<file path="src/rtl/rvm_pc_sequencer.sv">
// rvm_pc_sequencer
//
// Fetch/PC sequencing controller for the multi-cycle core. It owns the single
// write port of the PC unit. It runs the instruction-memory request/grant/response
// handshake and holds the fetched word for decode until decode takes it. It then
// waits for execute to retire the instruction. Finally it writes the next PC:
// sequential, branch, or trap vector.
//
// Ports:
//   clk            system clock
//   resetn         asynchronous, active-low reset
//   pc             current PC from the PC unit
//   pc_w_en        one-cycle PC write strobe
//   pc_wdata       next-PC value, valid while pc_w_en is high
//   imem_req       fetch request, held until imem_gnt
//   imem_addr      fetch address (always the current pc, combinational)
//   imem_gnt       request accepted this cycle
//   imem_rvalid    fetch response valid
//   imem_rdata     fetched instruction word
//   imem_err       fetch bus error, qualified by imem_rvalid
//   instr_valid    registered instruction available to decode
//   instr          registered instruction word
//   instr_ready    decode accepts instr
//   retire         execute finished the current instruction
//   branch_taken   qualifies branch_target, sampled with retire
//   branch_target  control-transfer destination
//   trap_req       execute raises a trap, sampled with retire
//   mtvec          trap vector base
//   fault          one-cycle pulse alongside pc_w_en on fetch error or
//                  misaligned branch target
//
// Cycle flow per instruction: FETCH -> WAIT -> HOLD -> EXEC -> UPDATE -> FETCH.
// A fetch error skips HOLD/EXEC and goes straight to UPDATE with the trap target.

module rvm_pc_sequencer #(
    parameter logic [31:0] TRAP_ADDR_MASK = 32'hFFFF_FFFC
) (
    input  logic        clk,
    input  logic        resetn,
    input  logic [31:0] pc,
    output logic        pc_w_en,
    output logic [31:0] pc_wdata,
    output logic        imem_req,
    output logic [31:0] imem_addr,
    input  logic        imem_gnt,
    input  logic        imem_rvalid,
    input  logic [31:0] imem_rdata,
    input  logic        imem_err,
    output logic        instr_valid,
    output logic [31:0] instr,
    input  logic        instr_ready,
    input  logic        retire,
    input  logic        branch_taken,
    input  logic [31:0] branch_target,
    input  logic        trap_req,
    input  logic [31:0] mtvec,
    output logic        fault
);

    typedef enum logic [2:0] {
        S_RESET,
        S_FETCH,
        S_WAIT,
        S_HOLD,
        S_EXEC,
        S_UPDATE
    } state_t;

    state_t      state;
    state_t      state_next;
    logic [31:0] trap_target;
    logic [31:0] seq_pc;
    logic [31:0] next_pc;
    logic        next_fault;

    assign trap_target = mtvec & TRAP_ADDR_MASK;
    assign seq_pc      = pc + 32'd4;

    // The fetch address is the PC itself. The PC unit only changes on our own
    // pc_w_en, so it is stable for the whole time imem_req is high.
    assign imem_addr = pc;

    // State register.
    always_ff @(posedge clk or negedge resetn) begin
        if (!resetn) begin
            state <= S_RESET;
        end else begin
            state <= state_next;
        end
    end

    // Next-state and next-PC selection. next_pc defaults to the value already
    // held in pc_wdata. The output register therefore only changes when a new
    // PC is chosen on the way into UPDATE.
    always_comb begin
        state_next = state;
        next_pc    = pc_wdata;
        next_fault = 1'b0;
        case (state)
            S_RESET: begin
                state_next = S_FETCH;
            end
            S_FETCH: begin
                if (imem_gnt) begin
                    state_next = S_WAIT;
                end
            end
            S_WAIT: begin
                if (imem_rvalid) begin
                    if (imem_err) begin
                        state_next = S_UPDATE;
                        next_pc    = trap_target;
                        next_fault = 1'b1;
                    end else begin
                        state_next = S_HOLD;
                    end
                end
            end
            S_HOLD: begin
                if (instr_ready) begin
                    state_next = S_EXEC;
                end
            end
            S_EXEC: begin
                if (retire) begin
                    state_next = S_UPDATE;
                    // A trap outranks any branch. A taken branch to a
                    // non-word-aligned target is turned into a trap with a
                    // fault pulse.
                    if (trap_req) begin
                        next_pc = trap_target;
                    end else if (branch_taken && (branch_target[1:0] != 2'b00)) begin
                        next_pc    = trap_target;
                        next_fault = 1'b1;
                    end else if (branch_taken) begin
                        next_pc = branch_target;
                    end else begin
                        next_pc = seq_pc;
                    end
                end
            end
            S_UPDATE: begin
                state_next = S_FETCH;
            end
            default: begin
                state_next = S_RESET;
            end
        endcase
    end

    // Registered outputs. They are decoded from the next state, so each output
    // is asserted for exactly the cycles spent in its state. Examples:
    // imem_req in FETCH, instr_valid in HOLD, pc_w_en in UPDATE.
    always_ff @(posedge clk or negedge resetn) begin
        if (!resetn) begin
            imem_req    <= 1'b0;
            instr_valid <= 1'b0;
            pc_w_en     <= 1'b0;
            pc_wdata    <= 32'd0;
            fault       <= 1'b0;
            instr       <= 32'd0;
        end else begin
            imem_req    <= (state_next == S_FETCH);
            instr_valid <= (state_next == S_HOLD);
            pc_w_en     <= (state_next == S_UPDATE);
            pc_wdata    <= next_pc;
            fault       <= next_fault;
            if ((state == S_WAIT) && imem_rvalid && !imem_err) begin
                instr <= imem_rdata;
            end
        end
    end

endmodule

</file>
<file path="config.mk">
export PLATFORM = sky130hd
export DESIGN_NAME = rvm_pc_sequencer
export DESIGN_NICKNAME = d
export VERILOG_FILES = /design/src/rtl/rvm_pc_sequencer.sv
export SDC_FILE = /design/constraint.sdc
export NUM_CORES = 1
export LEC_CHECK = 0
export CAP_MARGIN = 20
export CELL_PAD_IN_SITES_DETAIL_PLACEMENT = 1
export CELL_PAD_IN_SITES_GLOBAL_PLACEMENT = 1
export CORE_ASPECT_RATIO = 0.6
export CORE_UTILIZATION = 28
export CTS_CLUSTER_DIAMETER = 50
export DETAILED_ROUTE_END_ITERATION = 8
export HOLD_SLACK_MARGIN = 0.02
export PLACE_DENSITY = 0.8
export SYNTH_ARGS = -nofsm -noshare
export SYNTH_HDL_FRONTEND = slang
export SYNTH_SLANG_ARGS = --single-unit
</file>
<file path="constraint.sdc">
create_clock -name clk -period 2.4 [get_ports clk]
set_input_delay 0.48 -clock clk [delete_from_list [all_inputs] [get_ports clk]]
set_output_delay 0.48 -clock clk [all_outputs]
set_load 0.05 [all_outputs]
</file>
==> results.txt <==
Outcome - complete, no violations
Total gr overflow - 0
Area delta synth->final - 77.06%
Unique masters post-synth - 59
Synth top area share - 0.4026
NumNets Final - 855
CP arrival - 2.52 ns
Max-slew violation count - 0
Initial DRC count - 204
Drt pass-1 iters - 4
Crit-path slowest cell - or4_1
Cell Rows - 35
Antenna violations before repair - 0
H-tree levels - 3
Avg WL per Cell - 20.06 um
CTS max path bufs - 2
Clock transition at path regs - 0.06 ns
Ys Warns - 0
Final Instance Area - 7814 um^2
Non-filler cells in the finished layout - 924
Worst hold path class - input port to asynchronous set/reset pin
Fraction of registers with async set/reset - 1.000
Most used DFF post-synth - dfrtp_1
Design Power - 8.710 mW
GRT Util Overall - 0.2324
CTS buffer count - 9
Min Tclk post-route - 2.329 ns
Layout cell share with drive strength beyond 1 - 0.2386
Setup Skew - 0.005747 ns
Worst-margin pin slew - 0.6999 ns
Crit share post-route - 0.9705
Reg2reg setup slack - 0.31 ns
Clk Latency, worst-skew pair - 0.33 ns
Placed cell count - 909
Core box area - 15370 um^2
Port bufs - 234
Vias - 4794
Routed Antenna Nets - 0
CTS tree - yes
Setup TNS Final - 0 ns
Crit path cell chain - clkdlybuf4s50_1 -> nand4_2 -> or4_1 -> buf_4 -> o31a_1 -> o31ai_1 -> o221ai_1
Die Ht - 99.25 um
Pwr/cell area - 1115 nW/um^2
Max-cap viol count - 0
Syn_nets - 604
Worst-path fanout max - 9
I/O pin count - 237
Worst path max stage delay - 0.53 ns
Crit. End Element - flop
Routability cong. - 0.8872
First-pass GRT wire length - 28890 um
Top cells by count, synth - 71 x dfrtp_1, 44 x nand2_1, 39 x mux2_2, 33 x buf_4, 22 x a31oi_1
CTS Sinks - 71
Syn_area_per_cell - 9.470 um^2
Setup ws final - 0.07077 ns
Leakage - 3.207 nW
DRT Wirelength - 18530 um
Post-CTS setup buffers - 0
Synth Instances - 466
Via density - 5.188
Starting Density - 0.2871
Setup Viol. Count Final - 0
# diodes - 0
Slew HR - 0.5329
Die X - 164.1 um
Worst Path Required - 2.59 ns
FILL cells - 1694
Synthesized flop and latch total - 71
Hold Violations, Final - 0
Setup WS pre-CTS - -0.2859 ns
Synth area leader - dfrtp_1
CTS root buf - clkbuf_16
Placed cell area - 7492 um^2
Hpwl dp - 14950 um
Max Freq - 429.3 MHz
Synthesized area - 4413 um^2
Post-synth EDFFs - 0
DRC - 0
Setup crit start kind - input port
Pin count of the biggest net entering global routing - 72
Die Area - 16280 um^2
Vias in the first global route - 5086
Post-synthesis sequential area ratio - 0.4026
Max VDD drop - 0.0007310 V
Top cells by area, synth - dfrtp_1 40%, mux2_2 10%, buf_4 5.6%
Count leader, synth - dfrtp_1
Crit Path Category - input port to flop
-- power by group --
part	switching (mW)	leakage, nW	internal [mW]
sequential	0.382	0.866	1.78
combinational	3.26	2.20	1.95
clock	0.517	0.141	0.827
total	4.16	3.21	4.55
-- path summary, 6_finish.rpt --
check	startpoint	end	cells after the start
worst max-delay path	pc[7]	pc_wdata[25]	7
worst min-delay path	resetn	instr[7]	2
worst max register to register	state[1]	pc_wdata[23]	5
worst min register to register	pc_wdata[28]	pc_wdata[28]	1
max in group asynchronous	resetn	pc_w_en	2
min in group clk	pc_wdata[28]	pc_wdata[28]	1
-- cell usage in the layout, fill, tap and decap left out, types with 3 or more instances in the layout --
master           netlist  final
xnor2_1                6      6
a21oi_1                6      6
buf_4                 33     69
nand3_1               14     14
nand4_1               13     13
inv_1                 16     16
buf_12                 0     34
o21a_1                 9      9
and4_1                 4      4
o21ai_0               20     20
nor4_1                12     10
mux2i_1                4      4
clkdlybuf4s50_1        0    200
nor2b_1                6      5
nand2b_1               7      7
o31a_1                 4      4
o211ai_1               6      6
xor2_1                 9      9
clkbuf_16              0      9
nor3_1                 5      5
a31oi_1               22     22
or4_1                  9      9
mux2_2                39     39
or3_1                  3      3
nand2_1               44     44
o31ai_1               11     10
nor2_1                14     14
o221ai_1              11     11
nor4_2                 1      3
dfrtp_1               71     71
-- registers in the layout, summed over array words and instances, names as in the netlist --
name and cells:
state 3, instr_valid 1, imem_req 1, instr 32, fault 1, pc_w_en 1, pc_wdata 32
-- what timing repair did --
item	in CTS	in global routing
hold buffers	0	0
endpoints found under the setup margin	0	5
resized for setup	0	4
-- per-stage QoR --
stage | util | hold WS, ns
final | 0.5083 | 0.1509
after detailed placement | 0.4874 | 0.4869
after global placement | 0.4874 | 0.4666
after global routing | 0.5083 | 0.1726
after CTS | 0.5068 | 0.1641
after floorplan | - | 0.1844
-- critical path: cells and delay by family --
family | cells | cell delay (ns)
AOI/OAI and AO/OA | 3 | 0.69
buffers and inverters | 2 | 0.69
and+or+nand+nor | 2 | 0.65
-- logic make-up (layout without fill, tap and decap cells) --
group / Yosys count / in the layout / synth area share
buffers and inverters: 82 / 337 / 0.1021
AO/OA/AOI/OAI: 108 / 108 / 0.1690
AND/OR/NAND/NOR: 145 / 145 / 0.1826
XOR/XNOR: 15 / 15 / 0.02977
adder cells (fa/ha/maj): 1 / 1 / 0.002835
multiplexers: 44 / 44 / 0.1111
flip-flops: 71 / 71 / 0.4026
-- final cells by class --
class	instances	area (um^2)	area share
timing repair buffer	304	3206	0.4102
multi-input combinational	313	2212	0.2831
sequential	71	1777	0.2274
tap	203	254.0	0.03251
clock buffer	10	239.0	0.03058
inverter	18	67.56	0.008647
clock inverter	5	58.81	0.007526
-- routing by layer --
| layer | global-route usage | up-vias | share of wire |
|---|---|---|---|
| met5 | 0 | - | 0 |
| met4 | 0.05484 | 0 | 0.012 |
| met3 | 0.06547 | 24 | 0.083 |
| met2 | 0.3648 | 214 | 0.45 |
| met1 | 0.3151 | 2356 | 0.45 |
| li1 | - | 2200 | - |
Power figures use the tool's default switching activity.
